### config.mk
export PLATFORM = sky130hd
export DESIGN_NAME = im_fetch_ctrl
export DESIGN_NICKNAME = d
export VERILOG_FILES = /design/src/rtl/im_fetch_ctrl.sv
export SDC_FILE = /design/constraint.sdc
export NUM_CORES = 1
export LEC_CHECK = 0
export ABC_AREA = 0
export BUFFER_PORTS_ARGS = -buffer_cell sky130_fd_sc_hd__buf_2
export CAP_MARGIN = 20
export CELL_PAD_IN_SITES_DETAIL_PLACEMENT = 0
export CELL_PAD_IN_SITES_GLOBAL_PLACEMENT = 1
export CORE_MARGIN = 1
export CORE_UTILIZATION = 48
export DETAILED_ROUTE_END_ITERATION = 12
export PLACE_DENSITY = 0.84
export SYNTH_ARGS = -nofsm -noshare
export SYNTH_HDL_FRONTEND = slang
export SYNTH_SLANG_ARGS = --single-unit
### constraint.sdc
create_clock -name clk -period 7.2 [get_ports clk]
set_input_delay 0.72 -clock clk [delete_from_list [all_inputs] [get_ports clk]]
set_output_delay 0.72 -clock clk [all_outputs]
set_load 0.1 [all_outputs]
### src/rtl/im_fetch_ctrl.sv
// im_fetch_ctrl
//   Fetch sequencer for a word-addressed, single-port instruction memory.
//   Owns the program counter, issues at most one read per cycle, captures
//   each returned word together with its PC in a small FIFO, and presents
//   the FIFO head to decode over a valid/ready handshake. A branch redirect
//   flushes buffered and in-flight words and restarts fetch at the new PC.
//
// Ports:
//   clk, rst        rising-edge clock, asynchronous active-high reset
//   en              fetch enable (high = run, low = stop issuing)
//   im_addr, im_rd  read address (the PC register) and read strobe
//   im_instr        read data, valid the cycle after im_rd
//   redirect_valid  one-cycle request to load redirect_pc
//   redirect_pc     redirect target PC
//   out_valid       FIFO head valid
//   out_instr       FIFO head instruction (zero when out_valid=0)
//   out_pc          FIFO head PC (zero when out_valid=0)
//   out_ready       decode accepts the head when out_valid && out_ready
//   busy            FSM not idle, or FIFO holds words
module im_fetch_ctrl #(
    parameter int                ADDR_W     = 32,
    parameter int                DATA_W     = 32,
    parameter logic [ADDR_W-1:0] RESET_PC   = '0,
    parameter int                FIFO_DEPTH = 2
) (
    input  logic              clk,
    input  logic              rst,
    input  logic              en,
    output logic [ADDR_W-1:0] im_addr,
    output logic              im_rd,
    input  logic [DATA_W-1:0] im_instr,
    input  logic              redirect_valid,
    input  logic [ADDR_W-1:0] redirect_pc,
    output logic              out_valid,
    output logic [DATA_W-1:0] out_instr,
    output logic [ADDR_W-1:0] out_pc,
    input  logic              out_ready,
    output logic              busy
);

    localparam int PTR_W = $clog2(FIFO_DEPTH);
    localparam int CNT_W = PTR_W + 1;

    localparam logic [1:0] S_IDLE  = 2'd0;
    localparam logic [1:0] S_RUN   = 2'd1;
    localparam logic [1:0] S_DRAIN = 2'd2;

    logic [1:0]        state;
    logic [1:0]        state_nxt;
    logic [ADDR_W-1:0] pc;

    // Stage p1: a read issued last cycle whose data is on im_instr now.
    logic              vld_p1;
    logic [ADDR_W-1:0] pc_p1;

    logic [DATA_W-1:0] fifo_instr [FIFO_DEPTH];
    logic [ADDR_W-1:0] fifo_pc    [FIFO_DEPTH];
    logic [PTR_W-1:0]  wr_ptr;
    logic [PTR_W-1:0]  rd_ptr;
    logic [CNT_W-1:0]  count;

    logic              pop;
    logic              push;
    logic [CNT_W-1:0]  credit;

    assign out_valid = (count != '0);
    assign pop       = out_valid && out_ready;
    // A returning word is dropped when a redirect lands in the same cycle.
    assign push      = vld_p1 && !redirect_valid;

    // Slots already claimed: buffered words plus the word still in flight,
    // less the one leaving this cycle. Issuing only while this is below the
    // depth guarantees every landing word has room, so no full check on push.
    assign credit = count + CNT_W'(vld_p1) - CNT_W'(pop);

    assign im_addr = pc;
    assign im_rd   = (state == S_RUN) && !redirect_valid
                     && (credit < CNT_W'(FIFO_DEPTH));

    assign out_instr = out_valid ? fifo_instr[rd_ptr] : '0;
    assign out_pc    = out_valid ? fifo_pc[rd_ptr]    : '0;
    assign busy      = (state != S_IDLE) || out_valid;

    always_comb begin
        state_nxt = state;
        case (state)
            S_IDLE:  if (en) state_nxt = S_RUN;
            S_RUN:   if (!en) state_nxt = vld_p1 ? S_DRAIN : S_IDLE;
            // The in-flight word lands during DRAIN, so one cycle suffices.
            S_DRAIN: state_nxt = en ? S_RUN : S_IDLE;
            default: state_nxt = S_IDLE;
        endcase
    end

    // Stage p0 -> p1: issue, PC advance, FIFO bookkeeping.
    always_ff @(posedge clk or posedge rst) begin
        if (rst) begin
            state  <= S_IDLE;
            pc     <= RESET_PC;
            vld_p1 <= 1'b0;
            wr_ptr <= '0;
            rd_ptr <= '0;
            count  <= '0;
        end else begin
            state <= state_nxt;
            if (redirect_valid) begin
                // Flush wins over any concurrent push or pop.
                pc     <= redirect_pc;
                vld_p1 <= 1'b0;
                wr_ptr <= '0;
                rd_ptr <= '0;
                count  <= '0;
            end else begin
                if (im_rd) pc <= pc + ADDR_W'(1);
                vld_p1 <= im_rd;
                if (push) wr_ptr <= wr_ptr + PTR_W'(1);
                if (pop)  rd_ptr <= rd_ptr + PTR_W'(1);
                count <= count + CNT_W'(push) - CNT_W'(pop);
            end
        end
    end

    // Stage p1 -> FIFO: data registers carry no reset; validity is in control.
    always_ff @(posedge clk) begin
        if (im_rd) pc_p1 <= pc;
        if (push) begin
            fifo_instr[wr_ptr] <= im_instr;
            fifo_pc[wr_ptr]    <= pc_p1;
        end
    end

endmodule

==> results of run 1 <==
==> sequential cells by signal, summed over array words and instances (netlist names) <==
name,cells
fifo_instr,64
fifo_pc,64
im_addr,32
pc_p1,32
count,2
state,2
rd_ptr,1
vld_p1,1
wr_ptr,1
==> kinds of logic after synthesis <==
logic type	synth area share, %
flops	71.3
xor+xnor	2.05
compound gates	4.60
fa+ha+maj	0.463
buf+inv	1.73
mux	8.15
simple gates	11.7
==> synthesized netlist by cell type, types with 8 or more instances <==
| master | number | share of area (%) |
|---|---|---|
| dfrtp_1 | 39 | 12 |
| xor2_1 | 12 | 1.3 |
| buf_1 | 8 | 0.37 |
| nand4_1 | 12 | 0.93 |
| nor3_1 | 10 | 0.62 |
| clkbuf_1 | 15 | 0.69 |
| o21ai_0 | 20 | 1.2 |
| mux2i_1 | 66 | 8.1 |
| nor2_1 | 88 | 4.1 |
| nand3_1 | 17 | 1.0 |
| inv_1 | 13 | 0.60 |
| a31oi_1 | 9 | 0.69 |
| nand2_1 | 32 | 1.5 |
| edfxtp_1 | 160 | 59 |
==> critical path, delay by kind of cell, from the launching register on <==
family                 cells  cell delay (ps)
buffers and inverters      2              910
flip-flops                 1              440
AND/OR/NAND/NOR            2              390
AO/OA/AOI/OAI              1              320
==> metal layers <==
layer / wire [microns] / global-route usage [%]
met5: 0 / 0
met1: 7370 / 26.6
met2: 7820 / 31.0
met3: 899 / 4.08
met4: 257 / 7.82
==> cells in the final DEF (no fill, tap or decap), types with 12 or more instances in the layout <==
cell type / netlist / layout
buf_2: 1 / 167
clkbuf_16: 0 / 17
dfrtp_1: 39 / 38
edfxtp_1: 160 / 160
inv_1: 13 / 13
mux2i_1: 66 / 66
nand2_1: 32 / 32
nand3_1: 17 / 17
nand4_1: 12 / 12
nor2_1: 88 / 86
o21ai_0: 20 / 20
xor2_1: 12 / 12
==> worst paths after layout <==
path,start,end
setup / recovery,vld_p1$_DFF_PP0_,im_rd
hold / removal,rst,im_addr[18]$_DFFE_PP0P_
setup reg to reg,vld_p1$_DFF_PP0_,im_addr[31]$_DFFE_PP0P_
hold reg to reg,pc_p1[21]$_DFFE_PP_,fifo_pc[0][21]$_DFFE_PP_
max in group asynchronous,rst,rd_ptr$_DFFE_PP0P_
min in group clk,pc_p1[21]$_DFFE_PP_,fifo_pc[0][21]$_DFFE_PP_
==> final cells by class <==
type / count / area, sq um / share of cell area [%]
Inverter: 13 / 48.8 / 0.494
Clock inverter: 14 / 218 / 2.20
Clock buffer: 18 / 439 / 4.45
Timing Repair Buffer: 173 / 901 / 9.12
Multi-Input combinational cell: 342 / 2210 / 22.4
Sequential cell: 199 / 5780 / 58.6
Tap cell: 220 / 275 / 2.79
==> through the flow <==
stage	hold WS [ps]	cell area, sq um	utilization, %	std cells
final	416	9880	59.8	979
after floorplan	421	8110	-	578
after CTS	421	9850	59.6	978
after detailed placement	434	9190	55.6	946
after global placement	424	9190	55.6	946
after global routing	450	9880	59.8	979
==> qor.txt, run 1 <==
Clock Tree Buf Depth -> 2
DRC violations left -> 0
Final Critical Period -> 3210 ps
Startpoint types -> register
Postcts setup bufs -> 0
TritonCTS clock tree -> yes
Vias -> 5170
First-pass GRT wire length -> 26200 microns
Yosys cell types -> 47
Clock transition at path regs -> 70 ps
R2r worst-path depth -> 5
Initial core utilization -> 49.1%
Die Y -> 132 microns
Final setup fails -> 0
Sequential fraction of the synthesis area -> 71.3%
Post-Synthesis Net Count -> 650
Crit path kind -> register to output pin
Top_reg_cell synth -> edfxtp_1
WL/cell -> 16.7 microns
GR Overflow Total -> 0
Crit share post-route -> 44.6%
Root buf cell -> clkbuf_16
DRT Wirelength -> 16300 microns
Crit end category -> output pin
Core area -> 16500 sq um
Largest net degree at the start of global routing -> 66
Violation count after the first detailed-route iteration -> 284
Max-Cap Viols -> 0
Hold buffer count at cts -> 0
RSZ-0062 raised after global routing -> false
TNS Setup -> 0 ps
NumNets Final -> 818
# rows -> 47
Final Skew -> 7.81 ps
FF+latch count, synth -> 199
Die width -> 132 microns
Biggest cell delay along the critical path -> 510 ps
Port Buffers -> 167
Slew Limit Headroom -> 40.1%
Highest-delay cell along the critical path -> buf_2
Arrival time of the worst setup path -> 2490 ps
Initial antenna violation count -> 0
Die area -> 17400 sq um
Synth Cell Area -> 8110 sq um
Slew of the pin with the lowest slew margin -> 899 ps
Max-slew violations -> 0
Status -> finished, final reports clean
Clock Latency Late Sink -> 420 ps
R2r setup slk -> 4770 ps
Placer Congestion -> 0.883
Syn_area_per_cell -> 14.0 sq um
Crit-path max FO -> 33
PostCTS Resize Cnt -> 0
Post-route ant nets -> 0
Vias per cell -> 5.28
Inserted Clock Buffers -> 17
Required @ worst endpoint -> 6480 ps
Number of antenna diodes -> 0
DP Worst Slack -> 4030 ps
Syn Inst Count -> 578
Clock sinks -> 199
Layout area overhead -> 21.8%
Vias in the first global route -> 5078
Final setup margin -> 3990 ps
1st-pass router iterations -> 6
Share of cells above drive strength 1 -> 28.3%
Post-synthesis async set-or-reset flop share -> 19.6%
Fmax -> 312 MHz
CP cell instances -> and2b_1, a31o_2, nor3_2, buf_4, buf_2
All-Layer GR Usage -> 19.6%
I/O pins -> 168
Fillcell total -> 1335
Worst min-delay path category -> primary input to asynchronous set/reset pin
Yosys warns -> 0
Dpl hpwl -> 10900 microns
Post-synth EDFFs -> 160
Final hold vios -> 0
CTS H-Tree Depth -> 4
Power of run 1 is not shown: default switching activity piles up to over one toggle a cycle in this logic, so the estimate is an artifact.
==> run 2, diff against run 1 <==
--- a/config.mk
+++ b/config.mk
@@ -11,9 +11,9 @@
 export CELL_PAD_IN_SITES_DETAIL_PLACEMENT = 0
 export CELL_PAD_IN_SITES_GLOBAL_PLACEMENT = 1
 export CORE_MARGIN = 1
-export CORE_UTILIZATION = 48
+export CORE_UTILIZATION = 40
 export DETAILED_ROUTE_END_ITERATION = 12
-export PLACE_DENSITY = 0.84
+export PLACE_DENSITY = 0.75
 export SYNTH_ARGS = -nofsm -noshare
 export SYNTH_HDL_FRONTEND = slang
 export SYNTH_SLANG_ARGS = --single-unit
==> constraint.sdc (replaced) <==
create_clock -name clk -period 2.7 [get_ports clk]
set_input_delay 0.27 -clock clk [delete_from_list [all_inputs] [get_ports clk]]
set_output_delay 0.27 -clock clk [all_outputs]
set_load 0.1 [all_outputs]
==> run 2 against run 1 <==
- clock skew rose by 1.4 ps
- largest cell class unchanged
- highest routed layer unchanged
- first-iteration DRC count is 4.9% higher
- cell area up 3.0%
- critical path depth stayed put
- hold slack got worse by 380 ps
- critical endpoint unchanged
- setup slack got worse by 3800 ps
- sequential share of layout area decreased by 1.6 points
- die area is 20% higher
- via count rose by 0.29%
- register-to-register slack worse by 4500 ps
- final cell count is 5.5% higher
- core utilization is 8.0 points lower
==> qor.txt, run 2 (synthesized netlist as in run 1, its figures left out) <==
Final Critical Period -> 2520 ps
First-pass GRT wire length -> 27400 microns
WL/cell -> 17.5 microns
Dpl hpwl -> 12100 microns
Fmax -> 398 MHz
RSZ-0062 raised after global routing -> false
Inserted Clock Buffers -> 17
TritonCTS clock tree -> yes
Vias -> 5185
Hold Slack -> 36.8 ps
Vias per cell -> 5.02
Slew Limit Headroom -> 45.7%
Share of cells above drive strength 1 -> 36.2%
NumNets Final -> 827
CTS H-Tree Depth -> 4
GR Overflow Total -> 0
Post-DP Area -> 9540 sq um
Number of antenna diodes -> 0
DRC violations left -> 0
Initial core utilization -> 41.3%
Max-Cap Viols -> 0
Layout area overhead -> 25.4%
Status -> finished, final reports clean
Final hold vios -> 0
Max-slew violations -> 0
Die area -> 20800 sq um
Fillcell total -> 1737
DP Worst Slack -> 321 ps
Vias in the first global route -> 5129
Startpoint types -> register
Final setup margin -> 185 ps
Arrival time of the worst setup path -> 2250 ps
Final Skew -> 9.25 ps
Crit-path max FO -> 33
Clock transition at path regs -> 70 ps
Port Buffers -> 167
Clock Latency Late Sink -> 420 ps
Clock sinks -> 199
Crit share post-route -> 93.2%
Final setup fails -> 0
Required @ worst endpoint -> 2430 ps
Worst min-delay path category -> primary input to register
Crit path kind -> register to output pin
Violation count after the first detailed-route iteration -> 298
Die width -> 144 microns
Top Registers -> fifo_instr x64, fifo_pc x64
Die Y -> 144 microns
Most frequent cells in the layout -> 166 x buf_2, 160 x edfxtp_1, 66 x mux2i_1, 49 x nor2_2, 37 x nor2_1
1st-pass router iterations -> 4
Placer Congestion -> 0.919
DRT Wirelength -> 18000 microns
# rows -> 51
Root buf cell -> clkbuf_16
Slew of the pin with the lowest slew margin -> 811 ps
Area of all sequential standard cells -> 5790 sq um
I/O pins -> 168
Cells after DPL -> 999
Initial antenna violation count -> 0
Layout Cells excl Fill -> 1033
Clock Tree Buf Depth -> 2
Multi-input gate area -> 2350 sq um
Commonest non-fill, non-tap cell in the layout -> buf_2
Core area -> 19700 sq um
Crit end category -> output pin
All-Layer GR Usage -> 17.7%
Postcts setup bufs -> 0
Design area -> 10200 sq um
Largest net degree at the start of global routing -> 65
Post-route ant nets -> 0
-- run 2: final timing paths --
| path | start | end | slack [ps] | cells after the start |
|---|---|---|---|---|
| max in group asynchronous | rst | rd_ptr$_DFFE_PP0P_ | 1430 | 4 |
| min in group asynchronous | rst | im_addr[22]$_DFFE_PP0P_ | 460 | 3 |
| worst max register to register | im_addr[2]$_DFFE_PP0P_ | im_addr[31]$_DFFE_PP0P_ | 300 | 5 |
| worst max-delay path | count[0]$_DFF_PP0_ | im_rd | 180 | 5 |
| worst min register to register | pc_p1[11]$_DFFE_PP_ | fifo_pc[0][11]$_DFFE_PP_ | 440 | 0 |
| worst min-delay path | im_instr[9] | fifo_instr[1][9]$_DFFE_PP_ | 40 | 1 |
-- run 2: metrics by stage --
stage	setup TNS (ps)	util, %
floorplan	-4570	-
global placement	0	48.5
detailed placement	0	48.5
CTS	0	51.8
global route	0	51.8
finish	0	51.8
-- run 2: routing by layer --
layer  wire (microns)  share of wire, %  track usage, %
met1             8030                45            22.9
met2             8610                48            28.3
met3             1100               6.1            5.23
met4              282               1.6            6.43
met5                0                 0               0
-- run 2: area by class of cell --
cell class	count	area share, %
timing repair buffer	182	10.1
tap	265	3.26
clock buffer	23	4.92
inverter	13	0.480
multi-input combinational	342	23.1
sequential	199	57.0
clock inverter	9	1.11
-- run 2: timing repair --
action | CTS | global route
gates resized for setup | 0 | 0
endpoints found under the hold margin | 15 | 0
hold buffers | 2 | 0
-- run 2: critical path, stage by stage (launching register included) --
cell and delay, ps:
dfrtp_1 520, nand2_1 170, o2bb2ai_1 630, nor3_4 90
buf_12 210, buf_12 180
Power of run 2 is left out for the same reason.
==> run 3, diff against run 2 <==
--- a/config.mk
+++ b/config.mk
@@ -6,7 +6,7 @@
 export NUM_CORES = 1
 export LEC_CHECK = 0
 export ABC_AREA = 0
-export BUFFER_PORTS_ARGS = -buffer_cell sky130_fd_sc_hd__buf_2
+export BUFFER_PORTS_ARGS = -buffer_cell sky130_fd_sc_hd__buf_4
 export CAP_MARGIN = 20
 export CELL_PAD_IN_SITES_DETAIL_PLACEMENT = 0
 export CELL_PAD_IN_SITES_GLOBAL_PLACEMENT = 1
==> run 3 against run 2 <==
- via count is 0.85% higher
- clock skew rose by 1.0 ps
- sequential share of layout area is 1.9 points lower
- non-clock buffer count unchanged
- critical path depth fell by 1
- clock-buffer cell count is 3 lower
- wire length is 0.12% higher
- register-to-register slack got worse by 30 ps
- cell area increased by 3.4%
- global-route usage is 0.27 points higher
- final cell count stayed put
- maximum frequency grew 1.5%
- largest cell class unchanged
==> qor.txt, run 3 (synthesized netlist as in run 1, its figures left out) <==
Initial antenna violation count -> 0
Final setup fails -> 0
Dpl hpwl -> 12300 microns
Crit end category -> output pin
Switching share of power -> 51.3%
Arrival time of the worst setup path -> 2210 ps
Vias -> 5229
P_sw -> 6550 uW
Vias per cell -> 5.06
Power Dens Cells -> 1210 nW/um^2
Die width -> 144 microns
DRC violations left -> 0
Share of cells above drive strength 1 -> 36.5%
Layout area overhead -> 29.7%
Crit share post-route -> 91.8%
Crit path kind -> register to output pin
Clock transition at path regs -> 70 ps
Number of antenna diodes -> 0
R2r setup slk -> 270 ps
Commonest non-fill, non-tap cell in the layout -> buf_4
Final hold vios -> 0
Total power -> 12800 uW
Hold Slack -> 29.9 ps
Leakage -> 0.00384 uW
Placer Congestion -> 0.917
Combinational power share -> 51.0%
Port Buffers -> 167
NumNets Final -> 827
Slew Limit Headroom -> 39.7%
I/O pins -> 168
Seq pwr share -> 30.0%
Fmax -> 404 MHz
Clock Power Share -> 19.0%
Clock sinks -> 199
Required @ worst endpoint -> 2430 ps
Post-route ant nets -> 0
# rows -> 51
Die area -> 20800 sq um
Core area -> 19700 sq um
TritonCTS clock tree -> yes
Clock Latency Late Sink -> 430 ps
Inserted Clock Buffers -> 17
Final Critical Period -> 2480 ps
Root buf cell -> clkbuf_16
RSZ-0062 raised after global routing -> false
Die Y -> 144 microns
Crit-path max FO -> 6
GR Overflow Total -> 0
Startpoint types -> register
Max-Cap Viols -> 0
Pint -> 6220 uW
Max VDD drop -> 0.624 mV
Final Skew -> 10.3 ps
Clock Tree Buf Depth -> 2
Worst min-delay path category -> primary input to register
Vias in the first global route -> 5264
All-Layer GR Usage -> 18.0%
Status -> finished, final reports clean
Slew of the pin with the lowest slew margin -> 901 ps
Max-slew violations -> 0
Largest net degree at the start of global routing -> 65
1st-pass router iterations -> 5
Violation count after the first detailed-route iteration -> 284
PostCTS Resize Cnt -> 0
Top Registers -> fifo_instr x64, fifo_pc x64
WL/cell -> 17.5 microns
CTS H-Tree Depth -> 4
Most frequent cells in the layout -> 176 x buf_4, 160 x edfxtp_1, 66 x mux2i_1, 49 x nor2_2, 37 x nor2_1
Initial core utilization -> 41.3%
DRT Wirelength -> 18000 microns
First-pass GRT wire length -> 28000 microns
-- run 3: changes by cell type in the layout (fill, tap and decap cells not counted), sizes merged --
cell | before | now
clkbuf | 23 | 20
clkinvlp | 4 | 0
bufinv | 2 | 0
clkinv | 2 | 4
inv | 14 | 21
-- run 3: worst max-delay path, stage by stage (launching register included) --
cell	delay, ps
dfrtp_1	450
and2b_2	280
o2bb2ai_1	620
nor3_4	150
buf_4	280
-- run 3: worst paths after layout --
kind,end,cells past startpoint,startpoint
max,im_rd,4,vld_p1$_DFF_PP0_
min reg2reg,fifo_pc[0][29]$_DFFE_PP_,0,pc_p1[29]$_DFFE_PP_
max in group asynchronous,rd_ptr$_DFFE_PP0P_,4,rst
min in group asynchronous,im_addr[29]$_DFFE_PP0P_,4,rst
min,fifo_instr[0][27]$_DFFE_PP_,1,im_instr[27]
max reg2reg,im_addr[19]$_DFFE_PP0P_,5,vld_p1$_DFF_PP0_
-- run 3: routing by layer --
layer,vias to the layer above,routed length [microns],global-route usage [%]
li1,2504,-,-
met1,2535,8300,24.0
met2,170,8450,28.7
met3,20,1090,4.97
met4,0,212,5.43
met5,-,0,0
-- run 3: power by group through the flow --
stage	clock, uW	combinational [uW]	sequential [uW]
6_report	2430	6510	3830
5_1_grt	2620	6750	3870
4_1_cts	2480	6560	3830
3_5_place_dp	0	6550	3900
3_3_place_gp	0	6530	3880
2_1_floorplan	0	4880	4140
-- run 3: area by class of cell --
type / count / area, sq um
clock buffers: 20 / 468
inverters: 13 / 48.8
fillers: 1704 / 9130
multi-input cells: 342 / 2350
repair buffers: 182 / 1420
well taps: 265 / 332
clock inverters: 12 / 104
flip-flops and latches: 199 / 5790
-- run 3: per-stage QoR --
stage,utilization [%],setup WS [ps],TNS [ps],area (sq um),cells
global route,53.5,66.7,0,10500,1033
global placement,50.5,392,0,9930,999
finish,53.5,222,0,10500,1033
CTS,53.5,215,0,10500,1033
detailed placement,50.5,317,0,9930,999
floorplan,-,-143,-4570,8270,578
-- run 3: what timing repair did --
action | 4_1_cts | 5_1_grt
buffers inserted | 0 | 0
endpoints found under the hold margin | 35 | 0
endpoints found under the setup margin | 0 | 0
hold buffers | 2 | 0
No activity file was read; power rests on OpenSTA's default activity.
